<file path="src/rtl/simmem_lfsr16.sv">
// 16-bit right-shifting Fibonacci LFSR with enable, used to pace backpressure.
module simmem_lfsr16 #(
  parameter logic [15:0] Seed    = 16'hACE1,
  parameter logic [15:0] TapMask = 16'h002D
) (
  input  logic        clk_i,
  input  logic        rst_ni,
  input  logic        en_i,
  output logic [15:0] state_o
);

  logic [15:0] r_lfsr_q;
  logic        w_fb;

  assign w_fb = ^(r_lfsr_q & TapMask);

  always_ff @(posedge clk_i or negedge rst_ni) begin
    if (!rst_ni) begin
      r_lfsr_q <= Seed;
    end else if (en_i) begin
      r_lfsr_q <= {w_fb, r_lfsr_q[15:1]};
    end
  end

  assign state_o = r_lfsr_q;

endmodule

</file>
<file path="config.mk">
export PLATFORM = sky130hd
export DESIGN_NAME = simmem_lfsr16
export DESIGN_NICKNAME = d
export VERILOG_FILES = /design/src/rtl/simmem_lfsr16.sv
export SDC_FILE = /design/constraint.sdc
export NUM_CORES = 1
export LEC_CHECK = 0
export CAP_MARGIN = 0
export CORE_MARGIN = 4
export CORE_UTILIZATION = 35
export CTS_CLUSTER_SIZE = 12
export DETAILED_ROUTE_END_ITERATION = 8
export SKIP_LAST_GASP = 1
export SYNTH_ARGS = -nofsm -noshare
export SYNTH_HDL_FRONTEND = slang
export SYNTH_SLANG_ARGS = --single-unit
export TNS_END_PERCENT = 10
</file>
<file path="constraint.sdc">
create_clock -name clk_i -period 1 [get_ports clk_i]
set_input_delay 0.1 -clock clk_i [delete_from_list [all_inputs] [get_ports clk_i]]
set_output_delay 0.1 -clock clk_i [all_outputs]
set_load 0.1 [all_outputs]
</file>
Word level (Yosys, flattened, before mapping)
Cells that the tools add are included.
{"block": "totals", "word_cells": 2, "input_bits": 3, "out_inout_bits": 16, "reg_bits": 16}
{"block": "classes", "n_reduce_logical": 1}
{"op": "16-bit parity", "count": 1}

Longest topological paths before layout
{"block": "logic_depth", "depth_word": 1, "ltp_mapped": 4, "ltp_nobuf": 3}

Worst setup path after synthesis
Ideal clock, no wire load.
{"block": "synth_timing", "path_kind": "reg2reg", "from": "register r_lfsr_q[3], in the netlist state_o[3]", "to": "register r_lfsr_q[15], in the netlist state_o[15]", "setup_slack_ps": -476, "period_less_slack_ps": 1476, "t_required_ps": 927, "stages_incl_launch_ff": 4, "t_arrival_ps": 1403, "path_buffers": 0, "setup_time_ps": 73, "cell_sequence": "dfrtp_1 -> xnor2_1 -> xnor2_1 -> a21oi_1"}
{"block": "synth_between", "elab_chain_len": 1}
{"item": "start, declared", "line_no": "12", "rtl": "logic [15:0] r_lfsr_q;"}
{"item": "start signal, assigned", "line_no": "21", "rtl": "r_lfsr_q <= {w_fb, r_lfsr_q[15:1]};"}
{"item": "16-bit parity", "line_no": "15", "rtl": "assign w_fb = ^(r_lfsr_q & TapMask);"}
Every way passes these cells.
A chain may end at the register's enable or synchronous reset.

Worst setup path in the final report
{"block": "layout_timing", "from": "register r_lfsr_q[5], in the netlist state_o[5]", "to": "output state_o[5]"}
{"item": "end, declared", "line_no": "9", "rtl": "output logic [15:0] state_o"}
No word-level cell between the ends.

==> flow_metrics.tcl <==
set metrics [dict create \
    synth_seq_cells 16 \
    yosys.area.top_type "dfstp_2" \
    placed_area_um2 1090 \
    vias 389 \
    dieArea_um2 2700 \
    max_cap_viol_count 0 \
    grt_pass1_vias 429 \
    drc_errors 0 \
    design_area_um2 1150 \
    cp-end-kind "output pin" \
    cts_sinks 16 \
    synthTopCellsByCount "dfrtp_1, dfstp_2, mux2_4" \
    grt_max_degree 18 \
    synthArstFlopShare_pct 100 \
    post-place-ws_ps -253 \
    area_delta_synth_final_pct 70.4 \
    htree_levels 1 \
    final.setup_skew_ps 1.63 \
    path_buf_inv 2 \
    worstSetupStartpointType "flip-flop" \
    clk_pin_slew_ps 90 \
    ant_nets 0 \
    status "finished, violations left" \
    cts_root_buf "clkbuf_4" \
    clock_path_buffers 2 \
    rows 15 \
    seq_area_frac_synth_pct 60.7 \
    netlist-cell-type-count 9 \
    min_path_type "input pin to async pin" \
    gr-usage-all-layers_pct 10.8 \
    routed_wl_um 1160 \
    netlist_area_um2 676 \
    post-route-min-period_ps 1260 \
    required_ps 900 \
    first_pass_iters 1 \
    die_w_um 51.9 \
    port-buffer-count 18 \
    via_per_inst 4.37 \
    initial_core_util_pct 37.9 \
    initialDrtViolationCount 0 \
    setup_viol 12 \
    arrival_ps 1160 \
    hold_viol_final 0 \
    worstMarginPinSlew_ps 204 \
    violations "setup timing" \
    slew_headroom_pct 86.4 \
    drt-wirelength-per-cell_um 13.0 \
    synth_flop_cell "dfstp_2" \
    layout-drive-gt1-share_pct 90.6 \
    criticalPathCategory "flip-flop to output pin" \
    tns_ps -1590 \
    min_period_over_period_pct 126 \
    largest_reg_flops 16 \
    grt_first_pass_wirelength_um 2060 \
    fmax_ghz 0.793 \
    worstPathCellList "buf_6 > buf_12" \
    nNetsFinal 68 \
    yosys-top-cells-area "dfstp_2, dfrtp_1, mux2_4" \
    setup_slack_ps -261 \
    cp_slowest_cell "dfstp_4" \
    antenna_found_initial 0 \
    io-pin-count 19 \
    critical-path-top-delay-family "flip-flops" \
    coreArea_um2 1780 \
    path_max_fanout 2 \
    routabilityCongestion 0.631 \
    rsz0062_at_grt "true" \
    antenna-diode-count 0 \
    cp_slowest_stage_delay_ps 630 \
    grt-ovfl-total 0 \
    synth.avg_cell_area_um2 17.8 \
    fin_util_pct 64.6 \
    synth_top_area_share_pct 31.1 \
    cts_buffers 3 \
    synth_edf_count 0 \
    synth_fp_nets 41 \
    synth_cells 38 \
    ctsHoldBuffers 0 \
    cts_tree "yes" \
    yosysWarnings 0 \
    finalMaxSlewViolations 0 \
    die_h_um 51.9 \
    worstSkewPairLatency_ps 270 \
]
==> cells by family (layout without fill, tap and decap cells) <==
kind of cell              count (synthesis)  after routing  synth area share, %
buffers and inverters                     2             28                 4.63
xor gates and xnor gates                  3              3                 3.89
and+or+nand+nor                           1              1                0.555
DFF                                      16             16                 60.7
AOI/OAI and AO/OA                         1              1                0.740
muxes                                    15             15                 29.4
==> through the flow <==
step,cells,hold slack (ps)
final,89,135
after global routing,89,129
after CTS,89,131
after detailed placement,83,444
after global placement,83,438
after floorplan,38,-196
==> layout make-up <==
class	count	area, µm²
clock buffers	4	36.3
fillers	130	632
repair buffers	24	405
well taps	25	31.3
flip-flops and latches	16	433
multi-input cells	20	245
==> layer usage <==
| layer | global-route usage [%] | routed length, µm | vias up |
|---|---|---|---|
| met5 | 0 | 0 | - |
| met4 | 5.24 | 8 | 0 |
| met3 | 4.01 | 74 | 2 |
| met2 | 16.3 | 576 | 14 |
| met1 | 13.5 | 501 | 190 |
| li1 | - | - | 183 |
==> placed cells by master (no fill, tap or decap), drive strengths merged <==
cell and n:
buf 22, mux2 15, dfstp 8, dfrtp 8, clkbuf 4, xnor2 3
clkdlybuf4s50 2, nor2 1, a21oi 1
==> what timing repair did <==
action	4_1_cts	5_1_grt
gates resized for setup	2	0
setup buffers	2	0
setup endpoints to repair	17	18
==> worst reg2reg max path, cell delays in order (launching register included) <==
cell	delay (ps)
dfstp_4	630
buf_4	130
xnor2_2	110
xnor2_1	80
a21oi_1	130
==> final timing paths <==
path | startpoint | endpoint | slack (ps) | depth (start not counted)
max | state_o[5]$_DFFE_PN1P_ | state_o[5] | -260 | 2
min | rst_ni | state_o[12]$_DFFE_PN0P_ | 130 | 2
max reg2reg | state_o[5]$_DFFE_PN1P_ | state_o[15]$_DFFE_PN1P_ | -150 | 4
min reg2reg | state_o[15]$_DFFE_PN1P_ | state_o[15]$_DFFE_PN1P_ | 530 | 2
max in group asynchronous | rst_ni | state_o[10]$_DFFE_PN1P_ | 620 | 2
min in group clk_i | state_o[15]$_DFFE_PN1P_ | state_o[15]$_DFFE_PN1P_ | 530 | 2
Power is not shown: default switching activity piles up to over one toggle a cycle in this logic, so the estimate is an artifact.
